<file path="src/rtl/decode_hazard_scoreboard.sv">
// Decode-stage register scoreboard: counts outstanding writes per register,
// resolves RAW/structural hazards, and sequences the post-jump wrong-path kill.
module decode_hazard_scoreboard #(
    parameter int unsigned NUM_REGS    = 32,
    parameter int unsigned CNT_W       = 2,
    parameter int unsigned STALL_CNT_W = 16
) (
    input  logic                   clk,
    input  logic                   reset,
    input  logic                   id_valid,
    input  logic [4:0]             rs_addr,
    input  logic [4:0]             rt_addr,
    input  logic                   rs_used,
    input  logic                   rt_used,
    input  logic [4:0]             dst_addr,
    input  logic                   dst_wr,
    input  logic                   jump_in,
    input  logic                   wb_valid,
    input  logic [4:0]             wb_addr,
    output logic                   stall_if,
    output logic                   stall_id,
    output logic                   bubble_ex,
    output logic                   issue_fire,
    output logic                   flush_if,
    output logic                   sb_underflow,
    output logic [STALL_CNT_W-1:0] stall_cycles
);

    localparam int unsigned ADDR_W = 5;
    localparam logic [CNT_W-1:0] CNT_MAX = {CNT_W{1'b1}};
    localparam logic [STALL_CNT_W-1:0] STALL_MAX = {STALL_CNT_W{1'b1}};

    typedef enum logic [1:0] {
        ST_RUN   = 2'd0,
        ST_STALL = 2'd1,
        ST_FLUSH = 2'd2
    } state_e;

    state_e state_q, state_d;

    logic [CNT_W-1:0] cnt_q [NUM_REGS];
    logic [CNT_W-1:0] cnt_d [NUM_REGS];
    logic [CNT_W-1:0] eff   [NUM_REGS];

    logic                   underflow_q, underflow_d;
    logic [STALL_CNT_W-1:0] stall_cnt_q, stall_cnt_d;

    logic rs_busy;
    logic rt_busy;
    logic dst_full;
    logic uf_hit;
    logic in_flush;
    logic hazard;
    logic fire;

    // Effective count: a same-cycle writeback already frees its register
    always_comb begin
        eff[0] = '0;
        for (int unsigned r = 1; r < NUM_REGS; r++) begin
            if (wb_valid && (wb_addr == ADDR_W'(r)) && (cnt_q[r] != '0)) begin
                eff[r] = cnt_q[r] - CNT_W'(1);
            end else begin
                eff[r] = cnt_q[r];
            end
        end
    end

    // Per-register lookups; register 0 is never busy or full
    always_comb begin
        rs_busy  = 1'b0;
        rt_busy  = 1'b0;
        dst_full = 1'b0;
        uf_hit   = 1'b0;
        for (int unsigned r = 1; r < NUM_REGS; r++) begin
            if (rs_used && (rs_addr == ADDR_W'(r)) && (eff[r] != '0)) begin
                rs_busy = 1'b1;
            end
            if (rt_used && (rt_addr == ADDR_W'(r)) && (eff[r] != '0)) begin
                rt_busy = 1'b1;
            end
            if (dst_wr && (dst_addr == ADDR_W'(r)) && (eff[r] == CNT_MAX)) begin
                dst_full = 1'b1;
            end
            if (wb_valid && (wb_addr == ADDR_W'(r)) && (cnt_q[r] == '0)) begin
                uf_hit = 1'b1;
            end
        end
    end

    // Gating with reset keeps the outputs at their idle values while reset is low
    always_comb begin
        in_flush   = (state_q == ST_FLUSH);
        hazard     = reset && id_valid && !in_flush && (rs_busy || rt_busy || dst_full);
        fire       = reset && id_valid && !hazard && !in_flush;
        stall_if   = hazard;
        stall_id   = hazard;
        bubble_ex  = !reset || hazard || in_flush || !id_valid;
        issue_fire = fire;
        flush_if   = fire && jump_in;
    end

    always_comb begin
        cnt_d[0] = '0;
        for (int unsigned r = 1; r < NUM_REGS; r++) begin
            cnt_d[r] = eff[r] + CNT_W'(fire && dst_wr && (dst_addr == ADDR_W'(r)));
        end
    end

    // Next-state logic; flush has priority so a jump out of STALL still kills IF
    always_comb begin
        state_d = ST_RUN;
        if (flush_if) begin
            state_d = ST_FLUSH;
        end else if (in_flush) begin
            state_d = ST_RUN;
        end else if (hazard) begin
            state_d = ST_STALL;
        end
    end

    always_comb begin
        underflow_d = underflow_q || uf_hit;
        stall_cnt_d = stall_cnt_q;
        if (hazard && (stall_cnt_q != STALL_MAX)) begin
            stall_cnt_d = stall_cnt_q + STALL_CNT_W'(1);
        end
    end

    always_ff @(posedge clk or negedge reset) begin
        if (!reset) begin
            state_q     <= ST_RUN;
            underflow_q <= 1'b0;
            stall_cnt_q <= '0;
        end else begin
            state_q     <= state_d;
            underflow_q <= underflow_d;
            stall_cnt_q <= stall_cnt_d;
        end
    end

    always_ff @(posedge clk or negedge reset) begin
        if (!reset) begin
            for (int unsigned r = 0; r < NUM_REGS; r++) begin
                cnt_q[r] <= '0;
            end
        end else begin
            for (int unsigned r = 0; r < NUM_REGS; r++) begin
                cnt_q[r] <= cnt_d[r];
            end
        end
    end

    assign sb_underflow = underflow_q;
    assign stall_cycles = stall_cnt_q;

endmodule

</file>
<file path="config.mk">
export PLATFORM = sky130hd
export DESIGN_NAME = decode_hazard_scoreboard
export DESIGN_NICKNAME = d
export VERILOG_FILES = /design/src/rtl/decode_hazard_scoreboard.sv
export SDC_FILE = /design/constraint.sdc
export NUM_CORES = 1
export LEC_CHECK = 0
export BUFFER_PORTS_ARGS = -buffer_cell sky130_fd_sc_hd__buf_2
export CAP_MARGIN = 10
export CORE_MARGIN = 3
export CORE_UTILIZATION = 45
export DETAILED_ROUTE_END_ITERATION = 8
export GPL_ROUTABILITY_DRIVEN = 0
export PLACE_DENSITY = 0.65
export SYNTH_ARGS = -nofsm -noshare
export SYNTH_HDL_FRONTEND = slang
export SYNTH_SLANG_ARGS = --single-unit
</file>
<file path="constraint.sdc">
create_clock -name clk -period 3.7 [get_ports clk]
set_input_delay 0.555 -clock clk [delete_from_list [all_inputs] [get_ports clk]]
set_output_delay 0.555 -clock clk [all_outputs]
set_load 0.02 [all_outputs]
</file>
=== Word level (Yosys, flattened, before mapping) ===
Index checks and enable logic that the tools add are counted.

* Add/sub/neg operators: 63
* Eq/ne operators: 157
* Muxes and demuxes: 158
* Reductions and logical operators: 421

{| class="wikitable"
|+ Operators by type and width
! kind !! count
|-
| $eq 5x5->1 const B || 64
|-
| $logic_and 1x1->1 || 318
|-
| $eq 5x4->1 const B || 32
|-
| $mux 1 || 126
|-
| $reduce_bool 2->1 || 62
|-
| $eq 5x3->1 const B || 16
|-
| $eq 2x2->1 const B || 32
|-
| $mux 2 || 32
|-
| $add 2x1->2 || 31
|-
| $logic_not 2->1 || 31
|-
| $sub 2x1->2 const B || 31
|-
| $eq 5x2->1 const B || 8
|-
| $eq 5x1->1 const B || 4
|-
| $add 16x1->16 const B || 1
|-
| $ne 16x16->1 const B || 1
|-
| $logic_or 1x1->1 || 6
|-
| $logic_not 1->1 || 4
|}

* Register bits: 81
* Input port bits: 28
* Output and inout bits: 22
* Logic and storage cells: 833

=== Longest topological paths before layout ===
Gate-level depths: netlist of the first run.

* Depth after elaboration: 46
* Depth in mapped cells: 15
* Depth with buffers taken out: 13

=== Worst setup path before layout of the first run ===
OpenSTA, ideal clock, no wires.

* Path type: input to output
* Start point: in wb_addr[4]
* End point: out bubble_ex
* Arrival: 3645 ps
* Data required time: 3145 ps
* Setup slack: -500 ps
* Stages: 12
* Path buffers: 3
* Path through: clkbuf_1 or2_1 buf_2 or4_1 o31ai_1 o32ai_1 o41a_1 or4_1 nor4_4 buf_2 and2_1 inv_1

* Cells in the longest elaborated chain, start to end: 43
* Elaborated cells between the ends (all ways): 378
* Classes of those cells: eq/ne (62); mux (124); reduce/logical (192)

{| class="wikitable"
|+ RTL lines
! what !! RTL line !! source
|-
| from (decl) || 19 || <nowiki>input logic [4:0] wb_addr,</nowiki>
|-
| $eq 5x1->1 || 60 || <nowiki>if (wb_valid && (wb_addr == ADDR_W'(r)) && (cnt_q[r] != '0)) begin</nowiki>
|-
| $logic_and 1x1->1 (2 in series) || 60 ||
|-
| $mux 2 || 60 ||
|-
| $reduce_bool 2->1 || 75, 78 ||
|-
| $logic_and 1x1->1 (on tied branches) || 75, 78 ||
|-
| $mux 1 (on tied branches) (31 in series) || 75, 78 ||
|-
| $logic_or 1x1->1 || 93 || <nowiki>hazard = reset && id_valid && !in_flush && (rs_busy || rt_busy || dst_full);</nowiki>
|-
| $logic_or 1x1->1 * || 93 ||
|-
| $logic_and 1x1->1 * || 93 ||
|-
| $logic_or 1x1->1 * (3 in series) || 97 || <nowiki>bubble_ex = !reset || hazard || in_flush || !id_valid;</nowiki>
|-
| to (decl) || 22 || <nowiki>output logic bubble_ex,</nowiki>
|}

Every way passes the cells marked *; elsewhere a longest branch is shown, timed or not.

=== Worst setup path in the final report of the first run ===
Ends and elaborated chain as after synthesis.

==> results of run 1 <==
worst max-delay path, cell delays in order:
cell,delay (ns)
buf_2,0.14
buf_6,0.17
buf_4,0.18
and3b_1,0.23
a211o_1,0.34
nand4b_1,0.17
o2111ai_2,0.17
nor4_4,0.35
nand4b_1,0.21
nor4_4,0.36
buf_12,0.16
and2_4,0.16
inv_4,0.03
buf_6,0.12
path summary, 6_finish.rpt:
kind	start	end
setup / recovery	wb_addr[4]	bubble_ex
hold / removal	reset	cnt_q[41]$_DFF_PN0_
setup reg to reg	cnt_q[34]$_DFF_PN0_	cnt_q[17]$_DFF_PN0_
hold reg to reg	stall_cycles[9]$_DFFE_PN0P_	stall_cycles[9]$_DFFE_PN0P_
max in group asynchronous	reset	cnt_q[32]$_DFF_PN0_
min in group clk	stall_cycles[9]$_DFFE_PN0P_	stall_cycles[9]$_DFFE_PN0P_
flip-flops by register name, summed over array words and instances, names as in the netlist:
signal and cells:
stall_cycles 16, cnt_q 62, state_q 2, sb_underflow 1
cell families after synthesis:
group / share of synthesized area
adder cells (fa/ha/maj): 0.104
XOR/XNOR: 0.0865
flip-flops: 0.267
buffers and inverters: 0.0595
AND/OR/NAND/NOR: 0.274
AO/OA/AOI/OAI: 0.185
multiplexers: 0.0244
metal layers:
layer / vias to the layer above / GRT usage / wire [microns]
li1: 3787 / - / -
met1: 3892 / 0.415 / 11500
met2: 530 / 0.446 / 11900
met3: 97 / 0.0596 / 3040
met4: 0 / 0.113 / 1250
met5: - / 0 / 0
area by class of cell:
cell class | count | area share
multi-input cells | 725 | 0.551
well taps | 216 | 0.0265
repair buffers | 224 | 0.166
clock inverters | 7 | 0.0104
flip-flops and latches | 81 | 0.199
clock buffers | 9 | 0.0221
inverters | 68 | 0.0253
cell usage in the layout (no fill, tap or decap), types with 8 or more instances in the layout:
cell type	netlist	layout
buf_4	2	166
dfrtp_1	81	80
nor2_1	93	78
nand2_1	65	64
inv_1	68	63
xnor2_1	56	55
ha_1	63	40
nor3_1	42	39
buf_2	7	39
nand4_1	24	24
a21oi_1	23	22
o21ai_0	29	21
nand3_1	21	21
xor2_1	19	19
mux2i_1	14	14
nor4b_1	14	14
o311ai_0	19	14
buf_6	0	14
nand2b_1	14	13
o31ai_1	15	13
a211oi_1	13	13
or3_1	16	12
ha_4	0	12
ha_2	0	11
nand4b_1	9	9
clkbuf_16	0	9
nor3b_2	0	8
nor2b_1	9	8
nor2_4	0	8
report_power, final:
| group | total [W] | internal, W | switching [W] |
|---|---|---|---|
| logic | 0.00308 | 0.00141 | 0.00168 |
| clock network | 0.00103 | 0.000605 | 0.000427 |
| registers | 0.00149 | 0.00120 | 0.000282 |
| total | 0.00560 | 0.00322 | 0.00239 |
metrics by stage:
stage	area, sq um	total power [W]	utilization	hold slack [ns]
finish	10200	0.00560	0.631	0.331
global route	10200	0.00595	0.631	0.371
CTS	9790	0.00536	0.606	0.365
detailed placement	9240	0.00419	0.571	0.471
global placement	9240	0.00414	0.571	0.468
floorplan	7650	0.00316	-	0.259
repair_timing:
action	in CTS	in global routing
pin swaps	14	14
gates resized for setup	45	98
setup endpoints to repair	70	67
gates cloned	0	0
hold endpoints to repair	0	0
buffers inserted	7	3
==> impl_metrics.env, run 1 <==
export IMPL_synth_area_leaders="dfrtp_1 (27%), ha_1 (10%), xnor2_1 (6.5%)"
export IMPL_setup_viol=8
export IMPL_fin_worst_skew_ns=0.00611
export IMPL_cts_max_path_buffers=2
export IMPL_vdd_drop_max_uv=431
export IMPL_grt_pass1_vias=7562
export IMPL_via_per_inst=6.25
export IMPL_place_inst=1304
export IMPL_cp_arrival_ns=3.34
export IMPL_fin_crit_sh=1.05
export IMPL_antenna_cells=0
export IMPL_required_ns=3.14
export IMPL_avgSynthCellArea_sq_um=8.23
export IMPL_fin_nets=1200
export IMPL_drt_initial_drc_count=918
export IMPL_synth_seq_cells=81
export IMPL_drv_cap=0
export IMPL_ant_nets=0
export IMPL_finalHoldViolCount=0
export IMPL_ctsHoldBuffers=0
export IMPL_synth_top_area_share=0.267
export IMPL_grt_max_degree=46
export IMPL_rsz0062_at_grt="true"
export IMPL_cts_buffers=9
export IMPL_leakage_nw=4.37
export IMPL_crit_type="primary input to output pin"
export IMPL_grt_usage=0.295
export IMPL_crit_path_start_kind="primary input"
export IMPL_grt_antenna_before_repair=0
export IMPL_netlist_top_cells_count="nor2_1 (93), dfrtp_1 (81), inv_1 (68)"
export IMPL_path_clk_slew_ns=0.07
export IMPL_synth_seq_area_share=0.267
export IMPL_synth_most_common_cell="nor2_1"
export IMPL_io_pins=50
export IMPL_r2r_setup_slack_ns=-0.02
export IMPL_power_density_nw_per_um2=549
export IMPL_die_area_sq_um=18500
export IMPL_routedWlPerCell_microns=20.8
export IMPL_post_place_ws_ns=-0.662
export IMPL_register_area_sq_um=2030
export IMPL_drive_gt1_frac=0.312
export IMPL_chipWidth_microns=136
export IMPL_instances_no_fill=1330
export IMPL_io_buffers=49
export IMPL_end_kind="output pin"
export IMPL_max_slew_margin_rel=0.607
export IMPL_grt_pass1_wl_mm=41.9
export IMPL_wl_mm=27.7
export IMPL_root_buffer="clkbuf_16"
export IMPL_fmax_mhz=256
export IMPL_dp_hpwl_mm=21.4
export IMPL_status="finished with violations"
export IMPL_grt_ovfl_total=0
export IMPL_synth_nets=1013
export IMPL_clkLatencyLatePin_ns=0.36
export IMPL_start_util=0.469
export IMPL_synth_edf_count=0
export IMPL_drv_slew=0
export IMPL_synthFlopType="dfrtp_1"
export IMPL_ctsHtreeMaxLevel=3
export IMPL_dr_total_vias=8306
export IMPL_synth_cells=922
export IMPL_fin_setup_tns_ns=-0.968
export IMPL_core_sq_um=16200
export IMPL_path_max_fanout=11
export IMPL_cts_tree="done"
export IMPL_hold_class="primary input to async pin"
export IMPL_nFillCells=1370
export IMPL_chipHeight_microns=136
export IMPL_route_detailed_drc=0
export IMPL_dr_pass1_iters=6
export IMPL_fin_ws_ns=-0.199
export IMPL_cts_num_sinks=81
export IMPL_areaGrowthSynthToFinish_pct=34.4
export IMPL_synth_async_sr_flop_share=1.00
export IMPL_worst_pin_slew_ns=0.586
export IMPL_synth_cell_type_count=78
export IMPL_syn_area_sq_um=7590
export IMPL_reg2reg_depth=17
export IMPL_min_period_ns=3.90
export IMPL_violations="negative setup slack"
export IMPL_yosysWarnings=0
export IMPL_yosysTopAreaCell="dfrtp_1"
export IMPL_rows=46
export IMPL_multi_input_area_sq_um=5620
(Power assumes the default switching activity.)
==> inputs of run 2 (changes only) <==
Clock period 3.7 ns to 3.3 ns, I/O delays scaled along.
==> run 2 against run 1 <==
  * The flow still finishes with violations (negative setup slack)
  * Register-to-register slack worse by 0.34 ns
  * First-iteration DRC count is 16% higher
  * Power is 34% higher
  * Final cell count is 14% higher
  * Wire length is 12% higher
  * Flip-flop and latch count stayed put
  * Worst setup slack worse by 0.28 ns
  * Core utilization is 11 points higher
  * Sequential share of layout area is 3.0 points lower
  * Non-clock buffer count is 186 higher
  * Sequential power is 5% higher
  * Critical path type is now register to output pin
  * Critical endpoint unchanged
  * Largest cell class unchanged
  * Largest power group unchanged
  * Highest routed layer is now met5
==> impl_metrics.env, run 2 (synthesis gave the netlist of run 1 again) <==
export IMPL_status="finished with violations"
export IMPL_violations="negative setup slack"
export IMPL_core_sq_um=16200
export IMPL_ant_nets=0
export IMPL_grt_ovfl_total=0
export IMPL_cts_num_sinks=81
export IMPL_fin_crit_sh=1.15
export IMPL_final_common_cell="buf_4"
export IMPL_cts_buffers=9
export IMPL_crit_chain="inv_1 > ha_1 > buf_4 > o311ai_1 > o311ai_1 > o2111a_1 > o41ai_2 > o21ai_1 > nor4_4 > buf_6 > and2_4 > inv_4 > buf_6"
export IMPL_antenna_cells=0
export IMPL_vdd_drop_max_uv=550
export IMPL_setup_viol=78
export IMPL_fmax_mhz=264
export IMPL_wl_mm=30.9
export IMPL_required_ns=2.80
export IMPL_grt_pass1_wl_mm=45.7
export IMPL_grt_antenna_before_repair=2
export IMPL_path_buf_inv=5
export IMPL_io_pins=50
export IMPL_rows=46
export IMPL_chipHeight_microns=136
export IMPL_dr_total_vias=9114
export IMPL_min_period_ns=3.78
export IMPL_place_inst=1475
export IMPL_multi_input_area_sq_um=5930
export IMPL_hold_class="primary input to async pin"
export IMPL_ctsHtreeMaxLevel=3
export IMPL_routedWlPerCell_microns=20.4
export IMPL_worst_pin_slew_ns=0.664
export IMPL_finalHoldViolCount=0
export IMPL_path_clk_slew_ns=0.07
export IMPL_route_detailed_drc=0
export IMPL_finalPower_w=0.00752
export IMPL_chipWidth_microns=136
export IMPL_max_slew_margin_rel=0.553
export IMPL_largest_register_ffs=62
export IMPL_seq_power_share=0.208
export IMPL_drv_slew=0
export IMPL_crit_family="compound AO/OA/AOI/OAI gates"
export IMPL_leakage_nw=5.30
export IMPL_crit_path_max_incr_delay_ns=0.38
export IMPL_root_buffer="clkbuf_16"
export IMPL_fin_nets=1386
export IMPL_rsz0062_at_grt="true"
export IMPL_crit_slowest_cell="o311ai_1"
export IMPL_power_switching_share=0.404
export IMPL_fin_worst_skew_ns=0.0116
export IMPL_io_buffers=49
export IMPL_areaGrowthSynthToFinish_pct=57.9
export IMPL_p_sw_w=0.00304
export IMPL_start_util=0.469
export IMPL_clkLatencyLatePin_ns=0.36
export IMPL_p_clk_frac=0.157
export IMPL_grt_max_degree=42
export IMPL_cts_max_path_buffers=2
export IMPL_via_per_inst=6.01
export IMPL_intPower_w=0.00449
export IMPL_ctsHoldBuffers=0
export IMPL_grt_pass1_vias=8625
export IMPL_cp_arrival_ns=3.29
export IMPL_dr_pass1_iters=6
export IMPL_crit_path_start_kind="register"
export IMPL_instances_no_fill=1516
export IMPL_fin_ws_ns=-0.482
export IMPL_dp_hpwl_mm=23.0
export IMPL_drt_initial_drc_count=1061
export IMPL_register_area_sq_um=2030
export IMPL_crit_type="register to output pin"
export IMPL_comb_power_share=0.635
export IMPL_die_area_sq_um=18500
export IMPL_cts_tree="done"
export IMPL_grt_usage=0.321
export IMPL_path_max_fanout=6
export IMPL_drive_gt1_frac=0.448
export IMPL_final_cell_mix="buf_4 (338), dfrtp_1 (81), nand2_1 (63), inv_1 (61), nor2_1 (60)"
export IMPL_end_kind="output pin"
export IMPL_nFillCells=1146
export IMPL_drv_cap=0
export IMPL_regMostFlops="cnt_q"
export IMPL_power_density_nw_per_um2=628
[run 2: metrics by stage]
stage / utilization / cell area, sq um / TNS, ns / hold slack [ns] / setup WS, ns
floorplan: - / 7660 / -20.40 / 0.199 / -0.436
global placement: 0.650 / 10500 / -44.95 / 0.467 / -0.777
detailed placement: 0.650 / 10500 / -49.05 / 0.472 / -0.873
CTS: 0.697 / 11300 / -11.34 / 0.271 / -0.443
global route: 0.741 / 12000 / -27.89 / 0.289 / -0.587
finish: 0.741 / 12000 / -17.62 / 0.242 / -0.482
[run 2: path summary, 6_finish.rpt]
path,from,to,slack [ns],cells after the start
max,cnt_q[48]$_DFF_PN0_,bubble_ex,-0.48,13
min,reset,cnt_q[57]$_DFF_PN0_,0.24,2
max reg2reg,cnt_q[48]$_DFF_PN0_,cnt_q[3]$_DFF_PN0_,-0.36,17
min reg2reg,stall_cycles[9]$_DFFE_PN0P_,stall_cycles[9]$_DFFE_PN0P_,0.48,1
max in group asynchronous,reset,cnt_q[20]$_DFF_PN0_,2.01,3
min in group clk,jump_in,state_q[1]$_DFF_PN0_,0.41,2
[run 2: cell type report]
class | count | area share
timing repair buffer | 410 | 0.264
sequential | 81 | 0.169
tap | 216 | 0.0226
multi-input combinational | 725 | 0.495
clock buffer | 9 | 0.0188
inverter | 68 | 0.0215
clock inverter | 7 | 0.00877
[run 2: layer usage]
layer	up-vias	track usage	share of wire
li1	4158	-	-
met1	4295	0.424	0.39
met2	511	0.500	0.45
met3	146	0.0766	0.11
met4	4	0.143	0.053
met5	-	0	0.0011
[run 2: power by group through the flow]
stage	combinational, W	clock, W	sequential, W
2_1_floorplan	0.00187	0	0.00167
3_3_place_gp	0.00398	0	0.00156
3_5_place_dp	0.00408	0	0.00157
4_1_cts	0.00428	0.00118	0.00156
5_1_grt	0.00514	0.00123	0.00161
6_report	0.00477	0.00118	0.00157
[run 2: what timing repair did]
action | in CTS | in global routing
gates resized for setup | 100 | 123
gates cloned | 0 | 1
buffers inserted | 9 | 15
pin swaps | 17 | 26
endpoints found under the setup margin | 83 | 83
endpoints found under the hold margin | 0 | 0
[run 2: worst reg2reg max path, cell delays in order, from the launching register on]
cell,delay [ns]
dfrtp_1,0.36
inv_1,0.06
ha_1,0.22
buf_4,0.15
o311ai_1,0.38
o311ai_1,0.24
o2111a_1,0.20
o41ai_2,0.38
o21ai_1,0.18
nor4_4,0.25
buf_6,0.17
buf_4,0.12
buf_6,0.11
nand3_2,0.12
buf_6,0.17
nor2_2,0.11
ha_2,0.19
xnor2_1,0.14
